[src/rtl/mul_div_if.sv]
// Request/response bundle for the iterative multiply/divide unit.
// The master issues operations; the slave reports busy/done and holds the result.
interface mul_div_if #(
  parameter int WIDTH = 32
);
  logic             start;
  logic [2:0]       func;
  logic [WIDTH-1:0] opA;
  logic [WIDTH-1:0] opB;
  logic             abort;
  logic             busy;
  logic             done;
  logic [WIDTH-1:0] out;

  modport master (
    output start, func, opA, opB, abort,
    input  busy, done, out
  );

  modport slave (
    input  start, func, opA, opB, abort,
    output busy, done, out
  );
endinterface

[src/rtl/mul_div_unit.sv]
// Radix-2 iterative RV32M multiply/divide unit: shift-add multiply, restoring divide,
// one result bit per cycle on operand magnitudes with a sign fix-up on the last cycle.
module mul_div_unit #(
  parameter int WIDTH = 32,
  parameter int CNT_W = 6
) (
  input  logic      clk,
  input  logic      rst,
  mul_div_if.slave  bus
);

  localparam logic [WIDTH-1:0]        MOST_NEG = {1'b1, {(WIDTH-1){1'b0}}};
  localparam logic signed [WIDTH-1:0] ZERO_S   = '0;
  localparam logic [CNT_W-1:0]        LAST_CNT = CNT_W'(WIDTH - 1);

  typedef enum logic [1:0] {IDLE, BUSY, DONE} state_t;

  state_t             state, state_nxt;
  logic [CNT_W-1:0]   cnt;
  logic [WIDTH-1:0]   out_q;

  logic [2:0]         func_q;
  logic               neg_hi;
  logic               neg_lo;
  logic [WIDTH-1:0]   mag_d;
  logic [2*WIDTH-1:0] acc;
  logic [WIDTH:0]     rem;

  logic signed [WIDTH-1:0] op_a_s, op_b_s;
  logic               is_div, a_signed, b_signed, a_neg, b_neg;
  logic [WIDTH-1:0]   mag_a, mag_b;
  logic               div_zero, div_ovf, fast;
  logic [WIDTH-1:0]   fast_res;
  logic               accept, last;

  logic [WIDTH:0]     mul_sum;
  logic [WIDTH:0]     div_shift, div_trial;
  logic [2*WIDTH-1:0] acc_nxt;
  logic [WIDTH:0]     rem_nxt;
  logic [2*WIDTH-1:0] prod_fix;
  logic [WIDTH-1:0]   result;

  function automatic logic [WIDTH-1:0] apply_sign(input logic [WIDTH-1:0] mag, input logic neg);
    return neg ? (~mag + 1'b1) : mag;
  endfunction

  function automatic logic [2*WIDTH-1:0] apply_sign_wide(input logic [2*WIDTH-1:0] mag, input logic neg);
    return neg ? (~mag + 1'b1) : mag;
  endfunction

  assign op_a_s = bus.opA;
  assign op_b_s = bus.opB;
  assign accept = bus.start && !bus.abort && (state != BUSY);
  assign last   = (cnt == LAST_CNT);

  // Accept stage: operand magnitudes, signs and the single-cycle special cases
  always_comb begin
    is_div   = bus.func[2];
    a_signed = 1'b0;
    b_signed = 1'b0;
    if (is_div) begin
      a_signed = ~bus.func[0];
      b_signed = ~bus.func[0];
    end else begin
      a_signed = (bus.func[1:0] == 2'b01) || (bus.func[1:0] == 2'b10);
      b_signed = (bus.func[1:0] == 2'b01);
    end
    a_neg    = a_signed && (op_a_s < ZERO_S);
    b_neg    = b_signed && (op_b_s < ZERO_S);
    mag_a    = apply_sign(bus.opA, a_neg);
    mag_b    = apply_sign(bus.opB, b_neg);
    div_zero = is_div && (bus.opB == '0);
    div_ovf  = is_div && !bus.func[0] && (bus.opA == MOST_NEG) && (bus.opB == '1);
    fast     = div_zero || div_ovf;
    fast_res = '0;
    if (div_zero)
      fast_res = bus.func[1] ? bus.opA : '1;
    else if (div_ovf)
      fast_res = bus.func[1] ? '0 : MOST_NEG;
  end

  // Iteration stage: one multiply or divide step per BUSY cycle
  always_comb begin
    mul_sum   = {1'b0, acc[2*WIDTH-1:WIDTH]} + (acc[0] ? {1'b0, mag_d} : {(WIDTH+1){1'b0}});
    div_shift = {rem[WIDTH-1:0], acc[WIDTH-1]};
    div_trial = div_shift - {1'b0, mag_d};
    acc_nxt   = {mul_sum, acc[WIDTH-1:1]};
    rem_nxt   = rem;
    if (func_q[2]) begin
      if (!div_trial[WIDTH]) begin
        rem_nxt = div_trial;
        acc_nxt = {acc[2*WIDTH-1:WIDTH], acc[WIDTH-2:0], 1'b1};
      end else begin
        rem_nxt = div_shift;
        acc_nxt = {acc[2*WIDTH-1:WIDTH], acc[WIDTH-2:0], 1'b0};
      end
    end
  end

  // Result stage: sign correction applied to the final iteration's values
  always_comb begin
    prod_fix = apply_sign_wide(acc_nxt, neg_hi);
    case (func_q)
      3'b000:          result = prod_fix[WIDTH-1:0];
      3'b100, 3'b101:  result = apply_sign(acc_nxt[WIDTH-1:0], neg_hi);
      3'b110, 3'b111:  result = apply_sign(rem_nxt[WIDTH-1:0], neg_lo);
      default:         result = prod_fix[2*WIDTH-1:WIDTH];
    endcase
  end

  always_ff @(posedge clk) begin
    if (accept) begin
      func_q <= bus.func;
      neg_hi <= a_neg ^ b_neg;
      neg_lo <= a_neg;
      mag_d  <= is_div ? mag_b : mag_a;
      acc    <= {{WIDTH{1'b0}}, (is_div ? mag_a : mag_b)};
      rem    <= '0;
    end else if (state == BUSY) begin
      acc    <= acc_nxt;
      rem    <= rem_nxt;
    end
  end

  always_ff @(posedge clk or negedge rst) begin
    if (!rst) begin
      state <= IDLE;
      cnt   <= '0;
      out_q <= '0;
    end else begin
      state <= state_nxt;
      if (accept)
        cnt <= '0;
      else if (state == BUSY)
        cnt <= cnt + CNT_W'(1);
      if (accept && fast)
        out_q <= fast_res;
      else if ((state == BUSY) && !bus.abort && last)
        out_q <= result;
    end
  end

  always_comb begin
    state_nxt = state;
    case (state)
      IDLE, DONE: begin
        if (accept)
          state_nxt = fast ? DONE : BUSY;
        else
          state_nxt = IDLE;
      end
      BUSY: begin
        if (bus.abort)
          state_nxt = IDLE;
        else if (last)
          state_nxt = DONE;
      end
      default: state_nxt = IDLE;
    endcase
  end

  assign bus.busy = (state == BUSY);
  assign bus.done = (state == DONE);
  assign bus.out  = out_q;

endmodule

[src/flat_wrapper.sv]
// flat-port wrapper written by rule: the top's interface ports become plain ports
module mul_div_unit_flat 
#(
  parameter int WIDTH = 32,
  parameter int CNT_W = 6
)
  (clk, rst, bus_start, bus_func, bus_opA, bus_opB, bus_abort, bus_busy, bus_done, bus_out);
  mul_div_if #(.WIDTH(WIDTH)) bus_i ();
  input  logic clk;
  input  logic rst;
  input wire logic [$bits(bus_i.start)-1:0] bus_start;
  input wire logic [$bits(bus_i.func)-1:0] bus_func;
  input wire logic [$bits(bus_i.opA)-1:0] bus_opA;
  input wire logic [$bits(bus_i.opB)-1:0] bus_opB;
  input wire logic [$bits(bus_i.abort)-1:0] bus_abort;
  output wire logic [$bits(bus_i.busy)-1:0] bus_busy;
  output wire logic [$bits(bus_i.done)-1:0] bus_done;
  output wire logic [$bits(bus_i.out)-1:0] bus_out;
  assign bus_i.start = bus_start;
  assign bus_i.func = bus_func;
  assign bus_i.opA = bus_opA;
  assign bus_i.opB = bus_opB;
  assign bus_i.abort = bus_abort;
  assign bus_busy = bus_i.busy;
  assign bus_done = bus_i.done;
  assign bus_out = bus_i.out;
  mul_div_unit #(.WIDTH(WIDTH), .CNT_W(CNT_W)) u_core (.clk(clk), .rst(rst), .bus(bus_i));
endmodule
[config.mk]
export PLATFORM = sky130hd
export DESIGN_NAME = mul_div_unit_flat
export DESIGN_NICKNAME = d
export VERILOG_FILES = /design/src/rtl/mul_div_if.sv /design/src/rtl/mul_div_unit.sv /design/src/flat_wrapper.sv
export SDC_FILE = /design/constraint.sdc
export NUM_CORES = 1
export LEC_CHECK = 0
export CAP_MARGIN = 15
export CORE_ASPECT_RATIO = 0.8
export CORE_MARGIN = 3
export CORE_UTILIZATION = 25
export DETAILED_ROUTE_END_ITERATION = 8
export GPL_TIMING_DRIVEN = 0
export PLACE_DENSITY_LB_ADDON = 0.15
export RECOVER_POWER = 50
export SETUP_SLACK_MARGIN = 0.02
export SLEW_MARGIN = 20
export SYNTH_ARGS = -nofsm -noshare
export SYNTH_HDL_FRONTEND = slang
export SYNTH_SLANG_ARGS = --single-unit
export TNS_END_PERCENT = 10
[constraint.sdc]
create_clock -name clk -period 5.9 [get_ports clk]
set_input_delay 1.18 -clock clk [delete_from_list [all_inputs] [get_ports clk]]
set_output_delay 1.18 -clock clk [all_outputs]
set_load 0.1 [all_outputs]
# == Yosys cells after proc, flatten, opt, wreduce, memory -nomap -nowiden ==
# Cells that the tools add are included.
# Widths: inputs -> output; s select.
# totals
regBits,173
input_bits,71
output_inout_bits,34
# classes
add_sub_neg,8
order_cmp,2
n_eq_ne,13
muxes,30
bitwise,7
reduce_logical,23
# op_table
cell,n
$mux 32,17
$add 32x1->32 const B,4
$mux 64,2
$not 32->32,4
$pmux 32 s3,1
$add 64x1->64 const B,1
$eq 32x32->1 const B,2
$lt 32x1->1 const B,2
$not 64->64,1
$add 32x32->33,1
$sub 33x32->33,1
$logic_not 32->1,1
$eq 3x3->1 const B,4
$mux 6,2
$logic_and 1x1->1,11
$mux 2,4
$add 6x1->6 const B,1
$eq 6x5->1 const B,1
$reduce_or 2->1,3
$eq 2x1->1 const B,2
$eq 2x2->1 const B,2
$pmux 2 s2,1
$reduce_bool 2->1,2
$logic_not 3->1,1
other kinds (8),12

# == Depth between registers and ports, before layout ==
# Gate-level depths: netlist of the first run.
# logic_depth
ltp_word,9
depth_mapped,25
ltp_nobuf,23

# == Worst setup path after synthesis of the first run ==
# OpenSTA, ideal clock, no wires.
# synth_timing
kind,register to register
startpoint,register u_core.acc[31]
endpoint,register u_core.out_q[30] (netlist: u_core.bus.out[30])
arrival_ns,5.318
setup_slack_ns,0.455
path_stages_with_launch,26
n_path_buf,4
synth_period_minus_slack_ns,5.445
path_cell_list,edfxtp_1 inv_1 ha_1 fa_1 nand2b_1 a21oi_1 o21ai_2 a311oi_4 o31ai_4 nand2_1 clkbuf_1 buf_1 nor2_1 a211o_1 o21ai_0 ha_1 inv_1 nor4b_1 o21bai_1 or4_1 buf_2 or2_1 buf_6 o211a_1 a211oi_1 o21ai_1
# synth_via
elab_chain_cells,9
elab_cells_between_ends,17
cone_classes,4 x add/sub; 10 x mux; 3 x bitwise
# synth_lines
element,line,rtl
start: declaration,mul_div_unit.sv:26,logic [2*WIDTH-1:0] acc;
start signal: assignment,mul_div_unit.sv:117,"acc <= {{WIDTH{1'b0}}, (is_div ? mag_a : mag_b)};"
start signal: assignment,mul_div_unit.sv:120,acc <= acc_nxt;
$sub 33x32->33,mul_div_unit.sv:86,"div_trial = div_shift - {1'b0, mag_d};"
$mux 1 or $mux 32 (tied branches),mul_div_unit.sv:90,if (!div_trial[WIDTH]) begin
$mux 64 or $mux 32 (tied branches),mul_div_unit.sv:89,if (func_q[2]) begin
$not 64->64 or $not 32->32 (tied branches),"mul_div_unit.sv:48, mul_div_unit.sv:44",
$add 64x1->64 or $add 32x1->32 (tied branches),"mul_div_unit.sv:48, mul_div_unit.sv:44",
$mux 64 or $mux 32 (tied branches),"mul_div_unit.sv:48, mul_div_unit.sv:44",
$pmux 32 s3 (*),mul_div_unit.sv:103,case (func_q)
$mux 32 (*),mul_div_unit.sv:138,else if ((state == BUSY) && !bus.abort && last)
$mux 32 (*),mul_div_unit.sv:136,if (accept && fast)
end signal: assignment,mul_div_unit.sv:137,out_q <= fast_res;
end signal: assignment,mul_div_unit.sv:139,out_q <= result;
end: declaration,mul_div_unit.sv:20,logic [WIDTH-1:0] out_q;
# Every way passes the cells marked *; elsewhere a longest branch is shown, timed or not. The select of a mux whose other input is x is not followed.
# A chain may end at the register's enable or synchronous reset.

# == Final worst setup path of the first run ==
# layout_timing
startpoint,register u_core.func_q[2]
endpoint,register u_core.out_q[18] (netlist: u_core.bus.out[18])
# layout_via
elab_chain_cells,7
elab_cells_between_ends,21
cone_classes,3 x add/sub; 4 x eq/ne; 8 x mux; 3 x bitwise; 3 x reduce/logical
# layout_lines
element,line,rtl
start: declaration,mul_div_unit.sv:22,logic [2:0] func_q;
start signal: assignment,mul_div_unit.sv:113,func_q <= bus.func;
$mux 64 or $mux 32 (tied branches),mul_div_unit.sv:89,
$not 64->64 or $not 32->32 (tied branches),"mul_div_unit.sv:48, mul_div_unit.sv:44",
$add 64x1->64 or $add 32x1->32 (tied branches),"mul_div_unit.sv:48, mul_div_unit.sv:44",
$mux 64 or $mux 32 (tied branches),"mul_div_unit.sv:48, mul_div_unit.sv:44",
$pmux 32 s3 (*),mul_div_unit.sv:103,
$mux 32 (*),mul_div_unit.sv:138,
$mux 32 (*),mul_div_unit.sv:136,
# Marks and branches as above.

==> metrics.md, run 1 <==
| Metric | Value |
|---|---|
| Synthesized area per cell | `7.74 µm²` |
| Post-synth top cells | `nand2_1, a21oi_1, nor2_1, o21ai_0, xnor2_1` |
| Pwr Density | `299 nW/µm²` |
| Drt drc | `0` |
| Layout Nets | `2526` |
| Class of the most critical setup path | `reg2reg` |
| # H-tree levels | `4` |
| Switch share | `0.486` |
| Crit path time final | `between 5 and 6 ns` |
| Leak | `roughly 8.0 nW` |
| Layout cells sized above 1 | `0.0735` |
| Die H | `241 µm` |
| Max IR drop VDD | `roughly 0.22 mV` |
| DR WL met2 | `37300 µm` |
| Most frequent cell after synthesis | `nand2_1` |
| Clk sink count | `173` |
| Die width | `between 300 and 400 µm` |
| Synthesized flop and latch total | `approximately 170` |
| Setup crit end kind | `flop` |
| CP arrival | `6.27 ns` |
| Flop pwr share | `0.268` |
| Worst Max-Slew Pin Slew | `1.97 ns` |
| Area fraction of the dominant cell type after synthesis | `0.120` |
| Initial antenna violation count | `2` |
| Cells after DPL | `3257` |
| Starting Density | `0.255` |
| Main synth FF type | `edfxtp_1` |
| Post-Syn Nets | `2379` |
| CTS tree | `yes` |
| Post-synthesis cell area | `~17000 µm²` |
| Max-Cap Viols | `1` |
| Sequential area share after synthesis | `0.252` |
| First-pass GRT wire length | `129000 µm` |
| Clock latency on the worst-skew pair | `0.48 ns` |
| Ys Warns | `0` |
| Clock tree buffer depth | `2` |
| WL/cell | `between 20 and 30 µm` |
| Mapped Cells | `between 2000 and 2500` |
| Combinational power share | `0.536` |
| Root Driver | `clkbuf_16` |
| Cell-internal power | `~3.2 mW` |
| Routed WL | `~91000 µm` |
| Fin crit share | `0.992` |
| Vias | `roughly 19000` |
| Clock Skew | `0.0165 ns` |
| Crit-path max FO | `10` |
| Final setup violation count | `0` |
| Area added between synthesis and finish | `19.0%` |
| Non-Filler Instances | `3309` |
| Fin Setup TNS | `0 ns` |
| Hpwl dp | `74300 µm` |
| Unrepaired setup endpoints after global routing | `yes` |
| Tot GR Track Use | `0.247` |
| First-pass DRT Iterations | `9` |
| Startpoint Class | `flop` |
| GR Overflow Total | `0` |
| Remaining antenna violation count | `0` |
| Final Hold Viols | `0` |
| Sw power | `~3.0 mW` |
| RD Place Congestion | `0.964` |
| Place WS | `-2.86 ns` |
| Vias per cell | `around 5.7` |
| Yosys cell types | `95` |
| Worst-path clk slew | `0.08 ns` |
| Worst path slowest cell | `buf_1` |
| Core area | `just under 70000 µm²` |
| Post-synth EDFFs | `around 70` |
| Fin. max-slew vios | `34` |
| Violated checks | `max-capacitance violations, max-slew violations` |
| Yosys top cell by area | `edfxtp_1` |
| Die Area | `72400 µm²` |
| I/O Buffers | `around 100` |
| Delay-heaviest family, CP | `buffers and inverters` |
| Fmax | `around 0.17 GHz` |
| Top sig layer | `met4` |
| Status | `finished with violations` |
| Largest net degree at the start of global routing | `36` |
| Met3 wire len | `roughly 8000 µm` |
| Req. time, crit path | `roughly 6.3 ns` |
| Vias in the first global route | `about 18000` |
| Async SR Flop Fraction | `0.231` |
| Max_slew headroom | `-0.314` |
| Number of hold buffers added after cts | `0` |
| Worst path bufs/invs | `10` |
| Slowest stage delay, CP | `0.82 ns` |
| Final setup margin | `0.0498 ns` |
| Min-delay worst type | `reg2reg` |
| DRT met1 WL | `43100 µm` |
| CP cell instances | `buf_6, buf_6, clkbuf_8, buf_4, buf_4, buf_6, buf_4, buf_2, buf_1, clkdlybuf4s15_2, nand2_1, o41ai_1, nor3_1, nor2_1` |
| Synth area leaders | `edfxtp_1, dfxtp_1, xnor2_1, mux2i_1, dfrtp_1` |
| Clock Power Share | `0.196` |
| Total CTS buffers | `17` |
| Util after Layout | `0.303` |
| IO Pins | `105` |
| Row Count | `85` |
| DR iter-0 viols | `between 2000 and 2500` |
worst min-delay path, cell delays in order, from the launching register on:
cell and delay (ns):
dfxtp_1 0.33, nand2_1 0.05, o21ai_0 0.06
cell usage in the layout (no fill, tap or decap), drive strengths merged, types with 50 or more instances in the layout:
cell type	netlist	routed
nand2	218	218
a21oi	192	192
nor2	184	184
o21ai	174	174
xnor2	116	116
clkbuf	89	114
inv	105	112
mux2i	101	101
ha	71	71
clkdlybuf4s50	0	69
edfxtp	69	69
dfxtp	64	64
xor2	61	61
nor3	56	56
buf	34	53
and2	50	50
per-layer routing:
layer  track usage  vias to the layer above
li1              -                     8554
met1         0.358                     9290
met2         0.360                      880
met3        0.0594                      109
met4        0.0781                        0
met5             0                        -
layout make-up:
type,count,area [µm²]
clock buffers,20,450
inverters,106,399
clock inverters,12,126
diodes,1,2.50
well taps,913,1140
multi-input cells,1833,12300
fillers,7321,47400
repair buffers,129,1250
flip-flops and latches,173,4350
plain buffers,122,584
logic make-up (layout without fill, tap and decap cells):
| group | Yosys count | after routing | share of synthesized area |
|---|---|---|---|
| simple gates | 742 | 742 | 0.209 |
| compound gates | 730 | 730 | 0.279 |
| buf+inv | 229 | 389 | 0.0522 |
| xor+xnor | 177 | 177 | 0.0896 |
| flops | 173 | 173 | 0.252 |
| mux | 111 | 111 | 0.0651 |
| fa+ha+maj | 73 | 73 | 0.0536 |
| other cells | 0 | 1 | 0 |
state kept, by name, summed over array words and instances (netlist names):
signal	count
u_core.neg_hi	1
u_core.state	2
u_core.rem	32
u_core.cnt	6
u_core.neg_lo	1
u_core.func_q	3
u_core.mag_d	32
u_core.bus.out	32
u_core.acc	64
path summary, 6_finish.rpt:
kind / start / end / slack (ns) / cells past startpoint
setup / recovery: u_core.func_q[2]$_DFFE_PP_ / u_core.bus.out[18]$_DFFE_PN0P_ / 0.05 / 14
hold / removal: u_core.acc[41]$_SDFFE_PP0P_ / u_core.acc[41]$_SDFFE_PP0P_ / 0.49 / 2
setup reg to reg: u_core.func_q[2]$_DFFE_PP_ / u_core.bus.out[18]$_DFFE_PN0P_ / 0.05 / 14
hold reg to reg: u_core.acc[41]$_SDFFE_PP0P_ / u_core.acc[41]$_SDFFE_PP0P_ / 0.49 / 2
max in group asynchronous: rst / u_core.bus.out[7]$_DFFE_PN0P_ / 3.05 / 2
min in group asynchronous: rst / u_core.state[1]$_DFFE_PN0P_ / 0.90 / 1
what timing repair did:
item / CTS / global route
gates resized for setup: 59 / 31
buffers inserted: 11 / 9
pin swaps: 5 / 5
setup endpoints to repair: 55 / 17
cloned: 0 / 0
power by group through the flow:
stage	logic, mW	registers, mW	clock network [mW]
2_1_floorplan	1.98	1.64	0
3_3_place_gp	3.06	1.67	0
3_5_place_dp	3.07	1.67	0
4_1_cts	3.17	1.64	1.23
5_1_grt	3.53	1.66	1.27
6_report	3.30	1.65	1.21
through the flow:
stage | total power [mW] | hold slack [ns] | instance area (µm²)
2_1_floorplan | 3.62 | 0.444 | 17300
3_5_place_dp | 4.74 | 0.478 | 19600
5_1_grt | 6.46 | 0.501 | 20600
3_3_place_gp | 4.73 | 0.477 | 19500
4_1_cts | 6.03 | 0.490 | 20400
6_report | 6.16 | 0.490 | 20600
(Power assumes the default switching activity.)
==> run 2: changes to the inputs <==
- TNS_END_PERCENT: 10 -> not set
==> run 2 against run 1 <==
The flow finishes with violations (max-capacitance violations, max-slew violations, negative setup slack); non-clock buffer count increased by 3; routed wire length increased by 0.17%; combinational power about the same; via count increased by 0.34%; die area unchanged; sequential share of layout area about the same; critical path depth increased by 3; maximum frequency decreased by 0.90%; total power decreased by 0.23%; hold slack got worse by 0.0011 ns; worst setup slack got worse by 0.053 ns; critical path type unchanged.
==> metrics.md, run 2 (synthesis gave the netlist of run 1 again) <==
| Metric | Value |
|---|---|
| Worst path slowest cell | `o31ai_1 (was buf_1)` |
| Leak | `7.98 nW (about the same)` |
| Worst path bufs/invs | `3 (was 10)` |
| Most frequent cells in the layout | `nand2_1, a21oi_1, nor2_1 (unchanged)` |
| RD Place Congestion | `0.964 (unchanged)` |
| CTS tree | `yes (unchanged)` |
| Slowest stage delay, CP | `0.80 ns (was 0.82 ns)` |
| Place WS | `-2.86 ns (unchanged)` |
| Crit-path max FO | `10 (unchanged)` |
| Clock Skew | `0.0169 ns (was 0.0165 ns)` |
| Max_slew headroom | `-0.343 (was -0.314)` |
| Root Driver | `clkbuf_16 (unchanged)` |
| Tot GR Track Use | `0.247 (unchanged)` |
| CP arrival | `6.27 ns (about the same)` |
| Max reg flops | `64 (unchanged)` |
| Finished Cell Area | `20600 µm² (about the same)` |
| Vias in the first global route | `17700 (unchanged)` |
| Vias | `18900 (was 18800)` |
| Fin Setup TNS | `-0.00359 ns (was 0 ns)` |
| Clk sink count | `173 (unchanged)` |
| Min-delay worst type | `reg2reg (unchanged)` |
| Final setup violation count | `1 (was 0)` |
| # H-tree levels | `4 (unchanged)` |
| Row Count | `85 (unchanged)` |
| Startpoint Class | `flop (unchanged)` |
| Class of the most critical setup path | `reg2reg (unchanged)` |
| Max IR drop VDD | `0.224 mV (about the same)` |
| WL/cell | `27.6 µm (about the same)` |
| Total CTS buffers | `17 (unchanged)` |
| Vias per cell | `5.70 (was 5.69)` |
| Violated checks | `max-capacitance violations, max-slew violations, negative setup slack (was max-capacitance violations, max-slew violations)` |
| Core area | `68000 µm² (unchanged)` |
| Fin crit share | `1.00 (was 0.992)` |
| Crit path time final | `5.90 ns (was 5.85 ns)` |
| Fillers | `7321 (unchanged)` |
| Largest net degree at the start of global routing | `36 (unchanged)` |
| Fin. max-slew vios | `56 (was 34)` |
| Worst Max-Slew Pin Slew | `2.01 ns (was 1.97 ns)` |
| Non-Filler Instances | `3314 (was 3309)` |
| CP cell instances | `inv_1, ha_1, a21o_1, a31oi_2, o211ai_1, and2_1, o31ai_4, buf_4, buf_2, a21oi_1, o31ai_1, and3_1, nand4b_1, nor3_1, mux2i_1, a31oi_1, a211o_1 (was buf_6, buf_6, clkbuf_8, buf_4, buf_4, buf_6, buf_4, buf_2, buf_1, clkdlybuf4s15_2, nand2_1, o41ai_1, nor3_1, nor2_1)` |
| Initial antenna violation count | `2 (unchanged)` |
| Max-Cap Viols | `2 (was 1)` |
| WHS | `0.489 ns (was 0.490 ns)` |
| Number of hold buffers added after cts | `0 (unchanged)` |
| Clock tree buffer depth | `2 (unchanged)` |
| First-pass GRT wire length | `129000 µm (unchanged)` |
| Routed WL | `91400 µm (was 91200 µm)` |
| Setup crit end kind | `flop (unchanged)` |
| I/O Buffers | `104 (unchanged)` |
| Util after Layout | `0.303 (about the same)` |
| Overall power | `6.14 mW (was 6.16 mW)` |
| Layout cells sized above 1 | `0.0742 (was 0.0735)` |
| Final Hold Viols | `0 (unchanged)` |
| Status | `finished with violations (unchanged)` |
| Final setup margin | `-0.00359 ns (was 0.0498 ns)` |
| Starting Density | `0.255 (unchanged)` |
| Drt drc | `0 (unchanged)` |
| Die H | `241 µm (unchanged)` |
| Cells after DPL | `3257 (unchanged)` |
| Worst-path clk slew | `0.08 ns (about the same)` |
| First-pass DRT Iterations | `8 (was 9)` |
| Die width | `300 µm (unchanged)` |
| Req. time, crit path | `6.27 ns (was 6.32 ns)` |
| Fmax | `0.169 GHz (was 0.171 GHz)` |
| Unrepaired setup endpoints after global routing | `yes (unchanged)` |
| Commonest non-fill, non-tap cell in the layout | `nand2_1 (unchanged)` |
| Area post-placement | `19600 µm² (unchanged)` |
| Area added between synthesis and finish | `19.1% (was 19.0%)` |
| Die Area | `72400 µm² (unchanged)` |
| Top reg by flops | `u_core.acc (unchanged)` |
| Layout Nets | `2529 (was 2526)` |
| Delay-heaviest family, CP | `compound AO/OA/AOI/OAI gates (was buffers and inverters)` |
| GR Overflow Total | `0 (unchanged)` |
| IO Pins | `105 (unchanged)` |
| Clock latency on the worst-skew pair | `0.48 ns (about the same)` |
| Pwr Density | `298 nW/µm² (was 299 nW/µm²)` |
| Remaining antenna violation count | `0 (unchanged)` |
| DR iter-0 viols | `2341 (was 2352)` |
| Hpwl dp | `74300 µm (unchanged)` |
run 2: changes by cell type in the layout (fill, tap and decap cells not counted), sizes merged:
cell | previous run | this run
diode | 1 | 3
clkbuf | 114 | 113
buf | 53 | 57
run 2: cell type report:
| class | count | area [µm²] | area share |
|---|---|---|---|
| Multi-Input combinational cell | 1833 | 12300 | 0.596 |
| Clock inverter | 12 | 126 | 0.00613 |
| Buffer | 121 | 571 | 0.0277 |
| Timing Repair Buffer | 133 | 1280 | 0.0623 |
| Tap cell | 913 | 1140 | 0.0554 |
| Inverter | 106 | 399 | 0.0194 |
| Antenna cell | 3 | 7.51 | 0.000364 |
| Sequential cell | 173 | 4350 | 0.211 |
| Clock buffer | 20 | 450 | 0.0219 |
run 2: repair_timing:
| action | 4_1_cts | 5_1_grt |
|---|---|---|
| setup endpoints to repair | 55 | 17 |
| gates resized for setup | 59 | 27 |
| pin swaps | 5 | 4 |
| buffers inserted | 11 | 13 |
run 2: worst reg2reg max path, cell delays in order (launching register included):
cell and delay [ns]:
edfxtp_1 0.59, inv_1 0.14, ha_1 0.42, a21o_1 0.25
a31oi_2 0.31, o211ai_1 0.15, and2_1 0.29, o31ai_4 0.29
buf_4 0.24, buf_2 0.38, a21oi_1 0.15, o31ai_1 0.80
and3_1 0.30, nand4b_1 0.27, nor3_1 0.41, mux2i_1 0.33
a31oi_1 0.19, a211o_1 0.28
run 2: where the power goes:
part	leakage, nW	internal, mW	switching (mW)
Clock	0.284	0.611	0.599
Sequential	1.67	1.43	0.219
Combinational	6.03	1.12	2.17
Total	7.98	3.16	2.98
run 2: path summary, 6_finish.rpt:
| kind | slack (ns) | end | from | cells after the start |
|---|---|---|---|---|
| worst max-delay path | -0.004 | u_core.bus.out[29]$_DFFE_PN0P_ | u_core.mag_d[19]$_DFFE_PP_ | 17 |
| worst min-delay path | 0.49 | u_core.acc[41]$_SDFFE_PP0P_ | u_core.acc[41]$_SDFFE_PP0P_ | 2 |
| worst max register to register | -0.004 | u_core.bus.out[29]$_DFFE_PN0P_ | u_core.mag_d[19]$_DFFE_PP_ | 17 |
| worst min register to register | 0.49 | u_core.acc[41]$_SDFFE_PP0P_ | u_core.acc[41]$_SDFFE_PP0P_ | 2 |
| max in group asynchronous | 3.02 | u_core.bus.out[7]$_DFFE_PN0P_ | rst | 2 |
| min in group asynchronous | 0.90 | u_core.bus.out[24]$_DFFE_PN0P_ | rst | 1 |
run 2: layer usage:
metal	track usage	share of wire
met3	0.0594	0.088
met2	0.360	0.41
met4	0.0781	0.030
met1	0.358	0.47
met5	0	0
